==> src/rtl/end_fade_ctrl_if.sv <==
// Pixel/palette bus of the end-screen fader.
// The master side is the VGA pipeline plus palette ROM; the slave side is the fader.
interface end_fade_ctrl_if;
    logic       pix_valid;
    logic [2:0] pix_index;
    logic [2:0] pal_index;
    logic [3:0] pal_red;
    logic [3:0] pal_green;
    logic [3:0] pal_blue;
    logic [3:0] red;
    logic [3:0] green;
    logic [3:0] blue;
    logic       out_valid;

    modport master (
        output pix_valid, pix_index, pal_red, pal_green, pal_blue,
        input  pal_index, red, green, blue, out_valid
    );

    modport slave (
        input  pix_valid, pix_index, pal_red, pal_green, pal_blue,
        output pal_index, red, green, blue, out_valid
    );
endinterface

==> src/rtl/end_fade_ctrl.sv <==
// End-screen fade controller: ramps brightness 0->16 over vsync ticks, holds,
// ramps back to 0, then pulses done. Pixels are scaled by the current level
// with a single register stage.
module end_fade_ctrl #(
    parameter int unsigned FRAMES_PER_STEP = 4,
    parameter int unsigned HOLD_FRAMES     = 120
) (
    input  logic                clk,
    input  logic                rst,
    input  logic                start,
    input  logic                abort,
    input  logic                vsync,
    end_fade_ctrl_if.slave      pix,
    output logic [4:0]          level,
    output logic                busy,
    output logic                done
);

    typedef enum logic [2:0] {
        StIdle,
        StFadeIn,
        StHold,
        StFadeOut,
        StDone
    } state_e;

    localparam logic [9:0] StepLast = 10'(FRAMES_PER_STEP - 1);
    localparam logic [9:0] HoldLast = 10'(HOLD_FRAMES - 1);

    state_e     state;
    logic       vsync_q;
    logic [9:0] frame_cnt;
    logic       tick;
    logic [8:0] prod_r;
    logic [8:0] prod_g;
    logic [8:0] prod_b;

    // One tick per vsync rising edge, however long vsync stays high.
    assign tick = vsync & ~vsync_q;

    // Palette lookup is combinational in the ROM, so the index passes straight through.
    assign pix.pal_index = pix.pix_index;

    // Level-scaled channels; level 16 reproduces the channel exactly after >> 4.
    always_comb begin
        prod_r = 9'(pix.pal_red) * 9'(level);
        prod_g = 9'(pix.pal_green) * 9'(level);
        prod_b = 9'(pix.pal_blue) * 9'(level);
    end

    // Registered copy of vsync for edge detection.
    always_ff @(posedge clk or posedge rst) begin
        if (rst) begin
            vsync_q <= 1'b0;
        end else begin
            vsync_q <= vsync;
        end
    end

    // Sequence FSM; level, busy and done are registered alongside the state.
    // The frame counter is cleared on every transition, so a tick on the
    // transition edge is consumed by the old state.
    always_ff @(posedge clk or posedge rst) begin
        if (rst) begin
            state     <= StIdle;
            level     <= 5'd0;
            frame_cnt <= 10'd0;
            busy      <= 1'b0;
            done      <= 1'b0;
        end else begin
            done <= 1'b0;
            case (state)
                StIdle: begin
                    level <= 5'd0;
                    if (start) begin
                        state     <= StFadeIn;
                        frame_cnt <= 10'd0;
                        busy      <= 1'b1;
                    end
                end
                StFadeIn: begin
                    if (abort) begin
                        state     <= StDone;
                        level     <= 5'd0;
                        frame_cnt <= 10'd0;
                        busy      <= 1'b0;
                        done      <= 1'b1;
                    end else if (tick) begin
                        if (frame_cnt == StepLast) begin
                            frame_cnt <= 10'd0;
                            level     <= level + 5'd1;
                            if (level == 5'd15) begin
                                state <= StHold;
                            end
                        end else begin
                            frame_cnt <= frame_cnt + 10'd1;
                        end
                    end
                end
                StHold: begin
                    if (abort) begin
                        state     <= StDone;
                        level     <= 5'd0;
                        frame_cnt <= 10'd0;
                        busy      <= 1'b0;
                        done      <= 1'b1;
                    end else if (tick) begin
                        if (frame_cnt == HoldLast) begin
                            state     <= StFadeOut;
                            frame_cnt <= 10'd0;
                        end else begin
                            frame_cnt <= frame_cnt + 10'd1;
                        end
                    end
                end
                StFadeOut: begin
                    if (abort) begin
                        state     <= StDone;
                        level     <= 5'd0;
                        frame_cnt <= 10'd0;
                        busy      <= 1'b0;
                        done      <= 1'b1;
                    end else if (tick) begin
                        if (frame_cnt == StepLast) begin
                            frame_cnt <= 10'd0;
                            level     <= level - 5'd1;
                            if (level == 5'd1) begin
                                state <= StDone;
                                busy  <= 1'b0;
                                done  <= 1'b1;
                            end
                        end else begin
                            frame_cnt <= frame_cnt + 10'd1;
                        end
                    end
                end
                StDone: begin
                    state <= StIdle;
                end
                default: begin
                    state     <= StIdle;
                    level     <= 5'd0;
                    frame_cnt <= 10'd0;
                    busy      <= 1'b0;
                end
            endcase
        end
    end

    // One-stage pixel pipeline; colour is forced to 0 when the slot is empty.
    always_ff @(posedge clk or posedge rst) begin
        if (rst) begin
            pix.out_valid <= 1'b0;
            pix.red       <= 4'd0;
            pix.green     <= 4'd0;
            pix.blue      <= 4'd0;
        end else begin
            pix.out_valid <= pix.pix_valid;
            if (pix.pix_valid) begin
                pix.red   <= 4'(prod_r >> 4);
                pix.green <= 4'(prod_g >> 4);
                pix.blue  <= 4'(prod_b >> 4);
            end else begin
                pix.red   <= 4'd0;
                pix.green <= 4'd0;
                pix.blue  <= 4'd0;
            end
        end
    end

endmodule
==> src/flat_wrapper.sv <==
// flat-port wrapper written by rule: the top's interface ports become plain ports
module end_fade_ctrl_flat 
#(
    parameter int unsigned FRAMES_PER_STEP = 4,
    parameter int unsigned HOLD_FRAMES     = 120
)
  (clk, rst, start, abort, vsync, level, busy, done, pix_pix_valid, pix_pix_index, pix_pal_red, pix_pal_green, pix_pal_blue, pix_pal_index, pix_red, pix_green, pix_blue, pix_out_valid);
  end_fade_ctrl_if pix_i ();
  input  logic clk;
  input  logic rst;
  input  logic start;
  input  logic abort;
  input  logic vsync;
  output logic [4:0] level;
  output logic busy;
  output logic done;
  input wire logic [$bits(pix_i.pix_valid)-1:0] pix_pix_valid;
  input wire logic [$bits(pix_i.pix_index)-1:0] pix_pix_index;
  input wire logic [$bits(pix_i.pal_red)-1:0] pix_pal_red;
  input wire logic [$bits(pix_i.pal_green)-1:0] pix_pal_green;
  input wire logic [$bits(pix_i.pal_blue)-1:0] pix_pal_blue;
  output wire logic [$bits(pix_i.pal_index)-1:0] pix_pal_index;
  output wire logic [$bits(pix_i.red)-1:0] pix_red;
  output wire logic [$bits(pix_i.green)-1:0] pix_green;
  output wire logic [$bits(pix_i.blue)-1:0] pix_blue;
  output wire logic [$bits(pix_i.out_valid)-1:0] pix_out_valid;
  assign pix_i.pix_valid = pix_pix_valid;
  assign pix_i.pix_index = pix_pix_index;
  assign pix_i.pal_red = pix_pal_red;
  assign pix_i.pal_green = pix_pal_green;
  assign pix_i.pal_blue = pix_pal_blue;
  assign pix_pal_index = pix_i.pal_index;
  assign pix_red = pix_i.red;
  assign pix_green = pix_i.green;
  assign pix_blue = pix_i.blue;
  assign pix_out_valid = pix_i.out_valid;
  end_fade_ctrl #(.FRAMES_PER_STEP(FRAMES_PER_STEP), .HOLD_FRAMES(HOLD_FRAMES)) u_core (.clk(clk), .rst(rst), .start(start), .abort(abort), .vsync(vsync), .pix(pix_i), .level(level), .busy(busy), .done(done));
endmodule
==> config.mk <==
export PLATFORM = sky130hd
export DESIGN_NAME = end_fade_ctrl_flat
export DESIGN_NICKNAME = d
export VERILOG_FILES = /design/src/rtl/end_fade_ctrl_if.sv /design/src/rtl/end_fade_ctrl.sv /design/src/flat_wrapper.sv
export SDC_FILE = /design/constraint.sdc
export NUM_CORES = 1
export LEC_CHECK = 0
export ABC_AREA = 1
export CORE_MARGIN = 3
export CORE_UTILIZATION = 55
export DETAILED_ROUTE_END_ITERATION = 16
export DONT_BUFFER_PORTS = 1
export PLACE_DENSITY_LB_ADDON = 0.25
export RECOVER_POWER = 100
export SLEW_MARGIN = 5
export SYNTH_ARGS = -nofsm -noshare
export SYNTH_HDL_FRONTEND = slang
export SYNTH_SLANG_ARGS = --single-unit
==> constraint.sdc <==
create_clock -name clk -period 4.1 [get_ports clk]
set_input_delay 0.41 -clock clk [delete_from_list [all_inputs] [get_ports clk]]
set_output_delay 0.41 -clock clk [all_outputs]
set_load 0.02 [all_outputs]
Word level (Yosys, flattened, before mapping)
Index checks and enable logic that the tools add are counted.
{ "totals": {"reg_bits": 34, "inputBits": 21, "out_inout_bits": 23, "wordCells": 91} }
{ "classes": {"n_addsub": 3, "n_mul": 3, "n_eq_ne": 20, "mux": 45, "bitwise": 3, "reduce_logical": 7} }
{ "ops": {"columns": ["operator", "n"], "rows": [
  ["10-bit two-way mux", 7],
  ["10-bit case mux with 4 select lines", 1],
  ["3-bit two-way mux", 12],
  ["5-bit two-way mux", 7],
  ["4-bit by 5-bit multiplier with 8-bit output", 3],
  ["3-bit by 2-bit inequality test with 1-bit output (second input constant)", 8],
  ["5-bit case mux with 4 select lines", 1],
  ["4-bit two-way mux", 3],
  ["3-bit case mux with 4 select lines", 1],
  ["6-bit AND reduction", 2],
  ["1-bit two-way mux", 11],
  ["10-bit by 1-bit adder with 10-bit output (second input constant)", 1],
  ["10-bit by 2-bit equality test with 1-bit output (second input constant)", 1],
  ["10-bit by 7-bit equality test with 1-bit output (second input constant)", 1],
  ["9-bit AND reduction", 1],
  ["3-bit by 2-bit equality test with 1-bit output (second input constant)", 2],
  ["5-bit by 1-bit adder with 5-bit output (second input constant)", 1],
  ["5-bit by 1-bit equality test with 1-bit output (second input constant)", 1],
  ["5-bit by 4-bit equality test with 1-bit output (second input constant)", 1],
  ["5-bit by 1-bit subtractor with 5-bit output (second input constant)", 1],
  ["2-bit inequality test (second input constant)", 2],
  ["1-bit case mux with 4 select lines", 1],
  ["4-bit AND reduction", 1],
  ["2-bit OR reduction", 2],
  ["8 further kinds", 9]
]} }

Longest topological paths before layout
{ "depth": {"word_depth": 6, "depth_mapped": 16, "mapped_depth_nobuf": 14} }

Worst setup path before layout
Ideal clock, no wire load.
{ "synth_path": {"kind": "register to register", "startpoint": "register u_core.level[1]", "endpoint": "register u_core.pix.red[3]", "arrival_time_ps": 2918, "t_required_ps": 3983, "setup_slack_ps": 1065, "path_stages_with_launch": 17, "path_buffers": 2, "path_cell_list": "dfrtp_1 buf_2 clkbuf_1 nand2_1 inv_1 fa_1 inv_1 fa_1 inv_1 ha_1 nand2_1 o21ai_1 nand2_1 nand2_1 nand2_1 nand2_1 nor2_1"} }
{ "synth_between": {"elab_chain_len": 2} }
{ "synth_lines": {"columns": ["element", "line", "rtl"], "rows": [
  ["from (decl)", "end_fade_ctrl.sv:14", "output logic [4:0] level,"],
  ["from (signal assigned)", "end_fade_ctrl.sv:91", "level <= level + 5'd1;"],
  ["from (signal assigned)", "end_fade_ctrl.sv:126", "level <= level - 5'd1;"],
  ["4-bit by 5-bit multiplier with 8-bit output", "end_fade_ctrl.sv:46", "prod_r = 9'(pix.pal_red) * 9'(level);"],
  ["4-bit two-way mux", "end_fade_ctrl.sv:159", "if (pix.pix_valid) begin"],
  ["to (signal assigned)", "end_fade_ctrl.sv:160", "pix.red <= 4'(prod_r >> 4);"],
  ["to (decl)", "end_fade_ctrl_if.sv:22", "output pal_index, red, green, blue, out_valid"]
]} }
No other way between the ends.
A chain may end at the register's enable or synchronous reset.

Final worst setup path
{ "layout_path": {"startpoint": "register u_core.level[2]", "endpoint": "register u_core.pix.red[3]"} }
Same word-level chain as after synthesis.

==> metrics.md <==
| Metric | Value |
|---|---|
| Startpoint of the worst-slack reg-to-reg timing path | u_core.level[2]$_DFFE_PP0P_ |
| Cells taking the most area after synthesis | dfrtp_1 (26%), nand2_1 (14%), ha_1 (12%) |
| Number of setup violations in the final report | 0 |
| Residual DRC | 0 |
| Layout filler cell count | 527 |
| Max-capacitance violation count | 1 |
| Leakage power total | 0.00200 uW |
| TNS Setup | 0 ps |
| Number of library cell types mapped by synthesis | 32 |
| RSZ-0062 raised after global routing | false |
| Multiplexer area fraction after synthesis | 0% |
| Outcome | finished, violations left |
| Synth Area in Adders | 21.5% |
| Worst endpoint data arrival time | 3440 ps |
| Flop2flop setup slack | 840 ps |
| Vias in the first global route | 2762 |
| Setup Buffers After CTS | 0 |
| Hold Fails Final Rpt | 0 |
| Flip-flop and latch count after synthesis | 34 |
| Last weighted congestion value of the routability-driven placer | 0.859 |
| Shortest period the worst path allows | 3260 ps |
| WS Path Type | flip-flop to flip-flop |
| Dominant cell type by area after synthesis | dfrtp_1 |
| Number of DRC markers in iteration 0 | 109 |
| Maximum fanout along the worst path | 20 |
| Share of final-layout standard cells stronger than drive strength 1 | 5.53% |
| Hold-fix buffers at CTS | 0 |
| Type of origin of the critical path | flip-flop |
| Worst setup EP type | flip-flop |
| Worst slew margin relative to its limit | -21.0% |
| Basic-gate share of the synthesized area counting and, or, nand and nor cells | 27.7% |
| Worst hold path depth | 0 |
| Proportion of register bits with asynchronous set or reset after synthesis | 100% |
| Slew Limit Fails | 35 |
| ANT nets after route | 0 |
| Area share of the largest cell type after synthesis | 26.1% |
| Layout overhead on the synthesized area | 2.76% |
| Failing checks | max-capacitance violations, max-slew violations |
| Number of antenna violations at the first check in global routing | 0 |
| Final critical-path share of the clock period | 79.4% |
| Launch instance of the worst min-delay path | vsync |
| H-tree depth | 2 |
| Maximum number of pins on one net before global-route repair | 35 |
| Wire length per cell | 12.2 um |
| Multi-input gate area in the final layout | 1990 um2 |
| Post-synthesis instance area | 3260 um2 |
| Synthesized-area fraction occupied by ao, oa, aoi and oai cells | 8.36% |
| Initial Utilization | 58.2% |
| Critical path, cell by cell | nand2_1, inv_1, fa_1, inv_1, fa_1, inv_1, ha_1, nand2_1, o21ai_0, nand2_1, nand2_1, nand2_1, nand2_1, nor2_1 |
| Average size of a mapped cell | 7.16 um2 |
| Gr ovfl total | 0 |
| Bufs on Longest Clock Path | 2 |
| Number of nets in the layout | 519 |
| Vias after detailed routing | 2737 |
| Total die area | 6890 um2 |
| Worst min-delay path class | primary input to flip-flop |
| Power per cell area | 417 nW/um2 |
| Xor-xnor portion of the synthesized cell area | 4.03% |
| Final setup skew | 8.05 ps |
| Worst setup margin | 845 ps |
| # resized after CTS | 0 |
| Global-route wire length before repair | 11.6 mm |
| Cell with the largest stage delay on the worst path | dfrtp_1 |
| Inserted Clock Buffers | 5 |
| Capture instance of the worst register-to-register path | u_core.pix.red[3]$_DFF_PP0_ |
| Gate count of the mapped netlist | 456 |
| Required time of the worst setup path | 4280 ps |
| Number of standard cells in the final layout excluding fillers | 524 |
| HPWL Detailed | 4.98 mm |
| Total number of clock tree sinks | 34 |
| Number of enable flip-flop cells after synthesis | 0 |
| Clock Pin Slew Worst Setup and Hold Paths | 70 ps |
| Most common flop cell mapped by yosys | dfrtp_1 |
| Clock root buffer | clkbuf_8 |
| Warnings from Yosys | 0 |
| Global router's overall resource usage | 19.9% |
| Clock insertion delay at the later pin of the skew report | 290 ps |
| Maximum frequency from static timing analysis | 307 MHz |
| Hold-critical path endpoint | u_core.vsync_q$_DFF_PP0_ |
| Die outline width | 83.0 um |
| Number of cell rows | 27 |
| Minimum setup slack after placement | 967 ps |
| Number of antenna cells inserted | 0 |
| Slew at the pin with the worst max-slew slack | 1820 ps |
| Router iterations before antenna repair | 4 |
| Ports placed on the boundary | 44 |
| Post-synthesis sequential area ratio | 26.1% |
| Number of instances in the placed design | 516 |
| Via density per instance | 5.22 |
| CTS tree | yes |
| Count of buffers inserted at the top-level ports | 0 |
| Crit path largest cell delay | 700 ps |
| Depth of the worst register-to-register path | 14 |
| Maximum vdd drop | 239 uV |
| Detailed Route WL | 6.38 mm |
| Sequential cell area in the final layout | 851 um2 |
| Dominant combinational cell family by area after synthesis | simple AND/OR/NAND/NOR gates |
| Die Y | 83.0 um |
| Library cell appearing most often on the critical path | nand2_1 |
| Net count after synthesis | 524 |
| Area of the placeable core | 5610 um2 |
==> how the worst max path moves through the flow <==
stage | depth (start not counted) | startpoint | slack (ps) | endpoint
floorplan | 16 | u_core.level[1]$_DFFE_PP0P_ | 1060 | u_core.pix.red[3]$_DFF_PP0_
global placement | 14 | u_core.level[2]$_DFFE_PP0P_ | 1020 | u_core.pix.blue[3]$_DFF_PP0_
detailed placement | 14 | u_core.level[2]$_DFFE_PP0P_ | 970 | u_core.pix.red[3]$_DFF_PP0_
CTS | 14 | u_core.level[2]$_DFFE_PP0P_ | 970 | u_core.pix.red[3]$_DFF_PP0_
global route | 12 | u_core.level[2]$_DFFE_PP0P_ | 530 | u_core.pix.green[3]$_DFF_PP0_
finish | 14 | u_core.level[2]$_DFFE_PP0P_ | 840 | u_core.pix.red[3]$_DFF_PP0_
==> metal layers <==
metal,GRT usage [%],wire length (um),up-vias
met5,0,0,-
met4,7.73,112,0
met3,4.27,257,10
met2,37.0,3280,48
met1,21.9,2720,1281
li1,-,-,1398
==> cell families after synthesis <==
family	Yosys count
AND/OR/NAND/NOR	211
XOR/XNOR	15
buffers and inverters	99
AO/OA/AOI/OAI	50
flip-flops	34
adder cells (fa/ha/maj)	47
==> registers in the layout, indices dropped and copies added, names as in the netlist <==
register	cells
u_core.pix.green	4
u_core.frame_cnt	10
u_core.pix.out_valid	1
u_core.state	3
u_core.done	1
u_core.pix.blue	4
u_core.vsync_q	1
u_core.busy	1
u_core.level	5
u_core.pix.red	4
==> final cells by class <==
class	instances	share of cell area [%]
multi-input combinational	323	59.4
clock inverter	1	0.149
tap	72	2.69
clock buffer	7	2.57
inverter	84	9.40
timing repair buffer	3	0.448
sequential	34	25.4
==> cell usage after synthesis, types with 6 or more instances <==
master	number
ha_1	32
o21ai_0	9
nand2_1	126
xor2_1	9
nand3_1	19
dfrtp_1	34
o21ai_1	7
nand2_2	11
a21oi_1	25
nand4_1	7
xnor2_1	6
inv_1	78
fa_1	15
nor2_1	35
==> worst max-delay path, delay by kind of cell, from the launching register on <==
| family | cells | cell delay [ps] |
|---|---|---|
| compound gates | 1 | 330 |
| fa+ha+maj | 3 | 1360 |
| buf+inv | 3 | 160 |
| flops | 1 | 700 |
| simple gates | 7 | 590 |
==> cells in the final DEF, fill, tap and decap left out, types with 7 or more instances in the layout <==
cell	count
a21oi_1	26
dfrtp_1	34
fa_1	15
ha_1	32
inv_1	78
nand2_1	128
nand2_2	9
nand3_1	19
nand4_1	7
nor2_1	37
o21ai_0	15
xor2_1	9
==> metrics by stage <==
stage | util [%] | cell area [um2] | hold slack [ps] | total power, uW
floorplan | - | 3260 | 441 | 1070
global placement | 58.6 | 3290 | 418 | 1150
detailed placement | 58.6 | 3290 | 425 | 1170
CTS | 60.3 | 3380 | 112 | 1440
global route | 59.8 | 3350 | 129 | 1550
finish | 59.8 | 3350 | 147 | 1400
==> report_power, final <==
group          leakage (uW)  switching, uW  total [uW]  internal [uW]
registers          0.000461            132         525            393
clock network     0.0000482            123         259            136
logic               0.00149            398         615            216
Note: power is estimated with default switching activity, not from simulation.
